<file path="config.mk">
export PLATFORM = sky130hd
export DESIGN_NAME = bus_pin_mux
export DESIGN_NICKNAME = d
export VERILOG_FILES = /design/src/rtl/z80_pin_pkg.sv /design/src/rtl/bus_snapshot_bank.sv /design/src/rtl/bus_pin_mux.sv
export SDC_FILE = /design/constraint.sdc
export NUM_CORES = 1
export LEC_CHECK = 0
export ABC_AREA = 1
export CAP_MARGIN = 20
export CORE_MARGIN = 1.5
export CORE_UTILIZATION = 48
export CTS_BUF_LIST = sky130_fd_sc_hd__clkbuf_4
export CTS_CLUSTER_SIZE = 30
export DETAILED_ROUTE_END_ITERATION = 10
export GPL_ROUTABILITY_DRIVEN = 0
export PLACE_DENSITY = 0.78
export SETUP_SLACK_MARGIN = 0.15
export SLEW_MARGIN = 20
export SYNTH_ARGS = -nofsm -noshare
export SYNTH_HDL_FRONTEND = slang
export SYNTH_SLANG_ARGS = --single-unit
</file>
<file path="constraint.sdc">
create_clock -name clk -period 1.9 [get_ports clk]
set_input_delay 0.38 -clock clk [delete_from_list [all_inputs] [get_ports clk]]
set_output_delay 0.38 -clock clk [all_outputs]
set_load 0.02 [all_outputs]
</file>
<file path="src/rtl/z80_pin_pkg.sv">
// rtl/z80_pin_pkg.sv - shared modes and channel indices for the bus pin multiplexer
package z80_pin_pkg;

    localparam logic [1:0] MODE_LIVE      = 2'b00;
    localparam logic [1:0] MODE_SNAP      = 2'b01;
    localparam logic [1:0] MODE_SCAN      = 2'b10;
    localparam logic [1:0] MODE_SCAN_HOLD = 2'b11;

    // Default channel assignment on the Z80 top level
    localparam int CH_ALO  = 0;
    localparam int CH_AHI  = 1;
    localparam int CH_CTRL = 2;
    localparam int CH_DOUT = 3;

    function automatic logic is_scan_mode(input logic [1:0] m);
        return (m == MODE_SCAN) || (m == MODE_SCAN_HOLD);
    endfunction

endpackage

</file>
<file path="src/rtl/bus_snapshot_bank.sv">
// rtl/bus_snapshot_bank.sv - shadow copy of all channels with read mux and load counter
module bus_snapshot_bank #(
    parameter int PIN_W  = 8,
    parameter int NUM_CH = 4,
    parameter int SEL_W  = $clog2(NUM_CH)
) (
    input  logic                     clk,
    input  logic                     rst_n,
    input  logic                     cen_i,
    input  logic                     load_i,
    input  logic [NUM_CH*PIN_W-1:0]  data_i,
    input  logic [SEL_W-1:0]         rd_idx_i,
    output logic [PIN_W-1:0]         rd_data_o,
    output logic [3:0]               seq_o
);

    logic [NUM_CH*PIN_W-1:0] shadow_q;
    logic [3:0]              seq_q;

    // Whole-bank load so every channel comes from the same clock edge
    always_ff @(posedge clk or negedge rst_n) begin
        if (!rst_n) begin
            shadow_q <= '0;
            seq_q    <= '0;
        end else if (cen_i && load_i) begin
            shadow_q <= data_i;
            seq_q    <= seq_q + 4'd1;
        end
    end

    // Read mux; indices past the last channel read as zero
    always_comb begin
        rd_data_o = '0;
        for (int k = 0; k < NUM_CH; k++) begin
            if (int'(rd_idx_i) == k) begin
                rd_data_o = shadow_q[k*PIN_W +: PIN_W];
            end
        end
    end

    assign seq_o = seq_q;

endmodule

</file>
<file path="src/rtl/bus_pin_mux.sv">
// rtl/bus_pin_mux.sv - time-multiplexes byte channels onto output pins with snapshot and scan modes
module bus_pin_mux
    import z80_pin_pkg::*;
#(
    parameter int PIN_W  = 8,
    parameter int NUM_CH = 4,
    parameter int SEL_W  = $clog2(NUM_CH)
) (
    input  logic                     clk,
    input  logic                     rst_n,
    input  logic                     cen,
    input  logic [NUM_CH*PIN_W-1:0]  ch_data,
    input  logic [SEL_W-1:0]         sel,
    input  logic [1:0]               mode,
    input  logic                     cap_n,
    output logic [PIN_W-1:0]         pins,
    output logic [SEL_W-1:0]         ch_out,
    output logic                     frame_start,
    output logic [3:0]               snap_seq
);

    logic             cap_prev_q, cap_prev_d;
    logic             pending_q, pending_d;
    logic             in_scan_q, in_scan_d;
    logic [SEL_W-1:0] cnt_q, cnt_d;
    logic [PIN_W-1:0] pins_q, pins_d;
    logic [SEL_W-1:0] ch_out_q, ch_out_d;
    logic             frame_start_q, frame_start_d;

    logic             cap_evt;
    logic             scan_mode;
    logic             last_ch;
    logic             scan_load;
    logic             bank_load;
    logic [SEL_W-1:0] scan_idx;
    logic [SEL_W-1:0] rd_idx;
    logic [PIN_W-1:0] live_byte;
    logic [PIN_W-1:0] bank_byte;

    // Capture edge, next scan channel and whether the shadow reloads this edge
    always_comb begin
        cap_evt   = ~cap_n & cap_prev_q;
        scan_mode = is_scan_mode(mode);
        last_ch   = (cnt_q == SEL_W'(NUM_CH - 1));
        // A fresh entry into scanning restarts the frame at channel 0
        scan_idx  = (!in_scan_q || last_ch) ? '0 : cnt_q + SEL_W'(1);
        // Frame boundary loads when entering, in plain SCAN, or when a capture is pending
        // (including one arriving on this very edge)
        scan_load = (scan_idx == '0) &&
                    (!in_scan_q || (mode == MODE_SCAN) || pending_q || cap_evt);
        bank_load = scan_mode ? scan_load : ((mode == MODE_SNAP) && cap_evt);
        rd_idx    = scan_mode ? scan_idx : sel;
        live_byte = '0;
        for (int k = 0; k < NUM_CH; k++) begin
            if (int'(sel) == k) begin
                live_byte = ch_data[k*PIN_W +: PIN_W];
            end
        end
    end

    bus_snapshot_bank #(
        .PIN_W  (PIN_W),
        .NUM_CH (NUM_CH),
        .SEL_W  (SEL_W)
    ) u_bank (
        .clk       (clk),
        .rst_n     (rst_n),
        .cen_i     (cen),
        .load_i    (bank_load),
        .data_i    (ch_data),
        .rd_idx_i  (rd_idx),
        .rd_data_o (bank_byte),
        .seq_o     (snap_seq)
    );

    // Next pin tuple and mode bookkeeping
    always_comb begin
        cap_prev_d    = cap_n;
        pending_d     = 1'b0;
        in_scan_d     = 1'b0;
        cnt_d         = '0;
        pins_d        = '0;
        ch_out_d      = sel;
        frame_start_d = 1'b0;
        case (mode)
            MODE_LIVE: begin
                pins_d = live_byte;
            end
            MODE_SNAP: begin
                // Reads the shadow as it was before any load on this edge
                pins_d = bank_byte;
            end
            default: begin
                // On a load edge channel 0 is taken straight from the inputs being
                // captured, so the whole frame matches the new shadow
                pins_d        = scan_load ? ch_data[CH_ALO*PIN_W +: PIN_W] : bank_byte;
                ch_out_d      = scan_idx;
                frame_start_d = (scan_idx == '0);
                cnt_d         = scan_idx;
                in_scan_d     = 1'b1;
                pending_d     = scan_load ? 1'b0 : (pending_q | cap_evt);
            end
        endcase
    end

    // State and registered outputs; everything holds while cen is low
    always_ff @(posedge clk or negedge rst_n) begin
        if (!rst_n) begin
            cap_prev_q    <= 1'b1;
            pending_q     <= 1'b0;
            in_scan_q     <= 1'b0;
            cnt_q         <= '0;
            pins_q        <= '0;
            ch_out_q      <= '0;
            frame_start_q <= 1'b0;
        end else if (cen) begin
            cap_prev_q    <= cap_prev_d;
            pending_q     <= pending_d;
            in_scan_q     <= in_scan_d;
            cnt_q         <= cnt_d;
            pins_q        <= pins_d;
            ch_out_q      <= ch_out_d;
            frame_start_q <= frame_start_d;
        end
    end

    assign pins        = pins_q;
    assign ch_out      = ch_out_q;
    assign frame_start = frame_start_q;

endmodule

</file>
Word-level counts from Yosys, hierarchy flattened
Index checks and enable logic that the tools add are counted.
{"block": "word_totals", "reg_bits": 52, "inputBits": 40, "output_inout_bits": 15, "word_cells": 57}
{"block": "op_classes", "addsub": 2, "eq_ne": 10, "muxes": 19, "bitwise_logic": 3, "n_reduce_logical": 14}
{"cell": "$mux 8", "count": 9}
{"cell": "$pmux 8 s2", "count": 1}
{"cell": "$eq 2x2->1 const B", "count": 7}
{"cell": "$logic_not 2->1", "count": 4}
{"cell": "$mux 2", "count": 4}
{"cell": "$eq 2x1->1 const B", "count": 3}
{"cell": "$logic_or 1x1->1", "count": 5}
{"cell": "$mux 1", "count": 5}
{"cell": "$add 4x1->4 const B", "count": 1}
{"cell": "$logic_and 1x1->1", "count": 3}
{"cell": "$add 2x1->2 const B", "count": 1}
{"cell": "$reduce_or 2->1", "count": 1}
{"cell": "$and 1x1->1", "count": 1}
{"cell": "$logic_not 1->1", "count": 1}
{"cell": "$not 1->1", "count": 1}
{"cell": "$or 1x1->1", "count": 1}

Depth between registers and ports, before layout
{"block": "depth", "depth_word": 11, "ltp_mapped": 11, "mapped_depth_nobuf": 11}

Hierarchy
From an unflattened synthesis, not the netlist that was laid out.
{"block": "unflattened", "cells_unflattened": 403, "area_unflattened_um2": 2979.1}
{"mod": "bus_snapshot_bank", "n_inst": 1, "cells_each": 202, "area_each_um2": 1696.6, "seq_area_each_um2": 900.9}
{"mod": "bus_pin_mux", "n_inst": 1, "cells_each": 201, "area_each_um2": 1282.5, "seq_area_each_um2": 401.6}

Worst setup path before layout
Ideal clock, no wire load.
{"block": "synth_timing", "path_type": "reg-to-reg", "start": "register cnt_q[0]", "end": "register u_bank.shadow_q[10]", "setup_time_ns": 0.121, "arrival_time_ns": 1.625, "t_required_ns": 1.779, "path_slack_ns": 0.153, "path_stages_with_launch": 10, "path_buffers": 2, "period_less_slack_ns": 1.747, "path_cell_list": "dfrtp_1 ha_1 nand3_1 nand2_1 nor2_2 nand2_2 a21oi_4 buf_6 buf_4 a21oi_1"}
{"block": "synth_via", "elab_chain_len": 7, "word_cells_on_any_way": 8, "cone_classes": "add/sub: 1; eq/ne: 1; mux: 2; reduce/logical: 4"}
{"element": "start, declared", "line_no": "bus_pin_mux.sv:25", "rtl": "logic [SEL_W-1:0] cnt_q, cnt_d;"}
{"element": "start signal, assigned", "line_no": "bus_pin_mux.sv:120", "rtl": "cnt_q <= cnt_d;"}
{"element": "parallel branches: the longest is 2 deep, another holds $add 2x1->2"}
{"element": "$mux 2 (*)", "line_no": "bus_pin_mux.sv:46", "rtl": "scan_idx = (!in_scan_q || last_ch) ? '0 : cnt_q + SEL_W'(1);"}
{"element": "$logic_not 2->1 (*)", "line_no": "bus_pin_mux.sv:49", "rtl": "scan_load = (scan_idx == '0) &&"}
{"element": "$logic_and 1x1->1 (*)", "line_no": "bus_pin_mux.sv:49"}
{"element": "$mux 1 (*)", "line_no": "bus_pin_mux.sv:51", "rtl": "bank_load = scan_mode ? scan_load : ((mode == MODE_SNAP) && cap_evt);"}
{"element": "$logic_and 1x1->1 (*)", "line_no": "bus_snapshot_bank.sv:25", "rtl": "end else if (cen_i && load_i) begin"}
{"element": "end signal, assigned", "line_no": "bus_snapshot_bank.sv:26", "rtl": "shadow_q <= data_i;"}
{"element": "end, declared", "line_no": "bus_snapshot_bank.sv:17", "rtl": "logic [NUM_CH*PIN_W-1:0] shadow_q;"}
Mark *: on every way between the ends.
A chain may end at the register's enable or synchronous reset.

Worst setup path after layout
{"block": "layout_timing", "start": "register cnt_q[0]", "end": "register u_bank.shadow_q[2]"}
Same word-level chain as after synthesis.

==> reports/qor.tcl <==
set qor(synth_xor_xnor_area_share) 0.009371
set qor(final_cell_area_um2) 4347
set qor(drt_drc_violations_left) 0
set qor(initial_core_utilization) 0.5030
set qor(p_per_area_nw_per_um2) 818.0
set qor(leakage_uw) 0.002120
set qor(dieHeight_um) 79.43
set qor(globalRouteOverflowTotal) 0
set qor(drive_gt1_frac) 0.2540
set qor(timing.fmax_mhz) 534.0
set qor(num-nets-final) 537
set qor(post_synth_fa_ha_maj_area_fraction) 0.008925
set qor(finalWorstPathRequiredPeriod_ns) 1.873
set qor(cts.reportedPaths.clkPinSlew_ns) 0.16
set qor(synth_compound_area_frac) 0.1473
set qor(final_common_cell) {nand2_1}
set qor(multiInputGateArea_um2) 1489
set qor(ioPinCount) 55
set qor(worst-endpoint-arrival_ns) 2.15
set qor(mappedNetlistArea_um2) 2804
set qor(die_width_um) 79.43
set qor(core_area_um2) 5574
set qor(worstSkewPairLatency_ns) 0.41
set qor(total_cts_buffers) 5
set qor(routed-via-count) 3198
set qor(tns_ns) 0
set qor(postSynthCellCount) 395
set qor(layout_area_overhead_pct) 55.02
set qor(hold_path.class) {primary input to asynchronous set/reset pin}
set qor(syn-mean-instance-area_um2) 7.099
set qor(timing.max_cap.violations) 0
set qor(post_dp_cell_area_um2) 3631
set qor(worstSetupStartpointType) {flip-flop}
set qor(yosys.area_share.simple) 0.2758
set qor(placement.io_buffers) 54
set qor(crit_type) {flip-flop to flip-flop}
set qor(ctsHtreeMaxLevel) 2
set qor(synth-warning-count) 0
set qor(status) {finished, final reports clean}
set qor(muxShareOfSynthArea) 0
set qor(maxSlewViolCount) 0
set qor(wire_per_inst_um) 17.43
set qor(core.rowCount) 27
set qor(post_synth_num_cell_types) 25
set qor(setup.worst_path.end_class) {flip-flop}
set qor(power_uw) 3555
set qor(dp_hpwl_mm) 5.374
set qor(synth_nets) 437
set qor(cts_max_path_buffers) 2
set qor(fin_worst_skew_ns) 0.02152
set qor(worst_slew_margin_rel) 0.6205
set qor(critical_path.max_fanout) 6
set qor(stdcell_count) 568
set qor(layout_common_cells) {nand2_1, nor2_1, dfrtp_1}
set qor(drt_first_pass_iters) 6
set qor(n_fill_cell) 373
set qor(die_area_um2) 6309
set qor(cell_count_after_placement) 539
set qor(first_global_vias) 2927
set qor(initial_antenna_violation_count) 0
set qor(clockRootBuffer) {clkbuf_4}
set qor(clkSinkCount) 52
set qor(worst_pin_slew_ns) 0.5692
set qor(groute.usage.overall) 0.2899
set qor(grt_start_max_net_pins) 31
set qor(post_drt_via_cell_ratio) 5.630
set qor(final-seq-area_um2) 1303
set qor(min_period_over_period) 0.9856
set qor(vdd_ir_drop_max_mv) 0.5556
set qor(drt_first_iter_violations) 386
set qor(crit_required_ns) 2.18
set qor(synth.ff_latch_count) 52
set qor(antenna_cells) 0
set qor(synth_top_family_by_area) {simple AND/OR/NAND/NOR gates}
set qor(seq_area_frac_synth) 0.4645
set qor(drt-total-wl_mm) 9.903
set qor(hold-worst-slack_ns) 0.4745
set qor(grt_first_pass_wirelength_mm) 13.86
set qor(report.final.hold_viol_count) 0
set qor(setup_repair_after_global_routing_missed_its_margin) {yes}
set qor(route.antenna.remaining_nets) 0
set qor(finalSetupViolCount) 0
set qor(cts_tree) {built}
cells by family (layout without fill, tap and decap cells):
| logic type | Yosys count | count (layout) |
|---|---|---|
| buffers and inverters | 63 | 164 |
| adder cells (fa/ha/maj) | 2 | 2 |
| AND/OR/NAND/NOR | 196 | 196 |
| AO/OA/AOI/OAI | 79 | 79 |
| flip-flops | 52 | 52 |
| XOR/XNOR | 3 | 3 |
synth_stat cells:
cell type	n	area share
a21oi_1	21	0.037
a21oi_4	1	0.0058
buf_1	1	0.0013
buf_2	7	0.012
buf_4	3	0.0080
buf_6	1	0.0040
clkbuf_1	3	0.0040
dfrtp_1	51	0.46
dfstp_2	1	0.0094
ha_1	2	0.0089
inv_1	47	0.063
inv_2	1	0.0013
nand2_1	110	0.15
nand2_2	2	0.0045
nand3_1	14	0.025
nand4_1	4	0.0089
nor2_1	64	0.086
nor2_2	1	0.0022
o211ai_1	2	0.0054
o21ai_0	53	0.095
o21ai_1	1	0.0018
o22ai_1	1	0.0022
or2_2	1	0.0022
xnor2_1	1	0.0031
xor2_1	2	0.0062
sequential cells by signal (all words and copies together), names as in the netlist:
| signal | flops |
|---|---|
| cap_prev_q | 1 |
| ch_out | 2 |
| cnt_q | 2 |
| frame_start | 1 |
| in_scan_q | 1 |
| pending_q | 1 |
| pins | 8 |
| u_bank.seq_o | 4 |
| u_bank.shadow_q | 32 |
metrics by stage:
stage,setup WS (ns),util
2_1_floorplan,0.1534,-
3_3_place_gp,-0.1243,0.6514
4_1_cts,0.1134,0.7113
6_report,0.02733,0.7798
3_5_place_dp,-0.1292,0.6514
5_1_grt,-0.005595,0.7798
final timing paths:
kind / start / endpoint / slack [ns] / depth (start not counted)
hold / removal: rst_n / pins[6]$_DFFE_PN0P_ / 0.47 / 2
min in group clk: u_bank.seq_o[3]$_DFFE_PN0P_ / u_bank.seq_o[3]$_DFFE_PN0P_ / 0.50 / 1
max in group asynchronous: rst_n / u_bank.shadow_q[4]$_DFFE_PN0P_ / 0.85 / 3
setup reg to reg: cnt_q[0]$_DFFE_PN0P_ / u_bank.shadow_q[2]$_DFFE_PN0P_ / 0.03 / 11
hold reg to reg: u_bank.seq_o[3]$_DFFE_PN0P_ / u_bank.seq_o[3]$_DFFE_PN0P_ / 0.50 / 1
setup / recovery: cnt_q[0]$_DFFE_PN0P_ / u_bank.shadow_q[2]$_DFFE_PN0P_ / 0.03 / 11
worst max-delay path: stages, from the launching register on:
cell,delay (ns)
dfrtp_1,0.44
ha_4,0.30
nand3_4,0.07
nand2_4,0.10
nor2_4,0.04
nand2_4,0.08
a21oi_4,0.06
buf_12,0.15
buf_6,0.12
buf_16,0.13
nor2_1,0.17
a21oi_1,0.08
where the power goes:
group	leakage [uW]	total (uW)	switching, uW	internal, uW
clock network	0.0000317	534	377	158
registers	0.000614	1570	183	1380
logic	0.00147	1450	793	661
total	0.00212	3560	1350	2200
final cells by class:
class / instances / area share
Multi-Input combinational cell: 280 / 0.3425
Sequential cell: 52 / 0.2997
Timing Repair Buffer: 108 / 0.2818
Inverter: 48 / 0.04203
Tap cell: 72 / 0.02073
Clock buffer: 6 / 0.01036
Clock inverter: 2 / 0.002879
layer usage:
| metal | vias up | global-route usage | part of all wire |
|---|---|---|---|
| li1 | 1449 | - | - |
| met1 | 1493 | 0.3580 | 0.37 |
| met2 | 195 | 0.4856 | 0.49 |
| met3 | 61 | 0.05257 | 0.085 |
| met4 | 0 | 0.1421 | 0.060 |
| met5 | - | 0 | 0 |
repair_timing:
item                                    in CTS  in global routing
endpoints found under the setup margin      52                 48
hold endpoints to repair                    21                  0
resized for setup                           26                 89
gates cloned                                 4                  5
pin swaps                                    3                 18
setup buffers                                9                  2
hold buffers                                 1                  0
No activity file was read; power rests on OpenSTA's default activity.
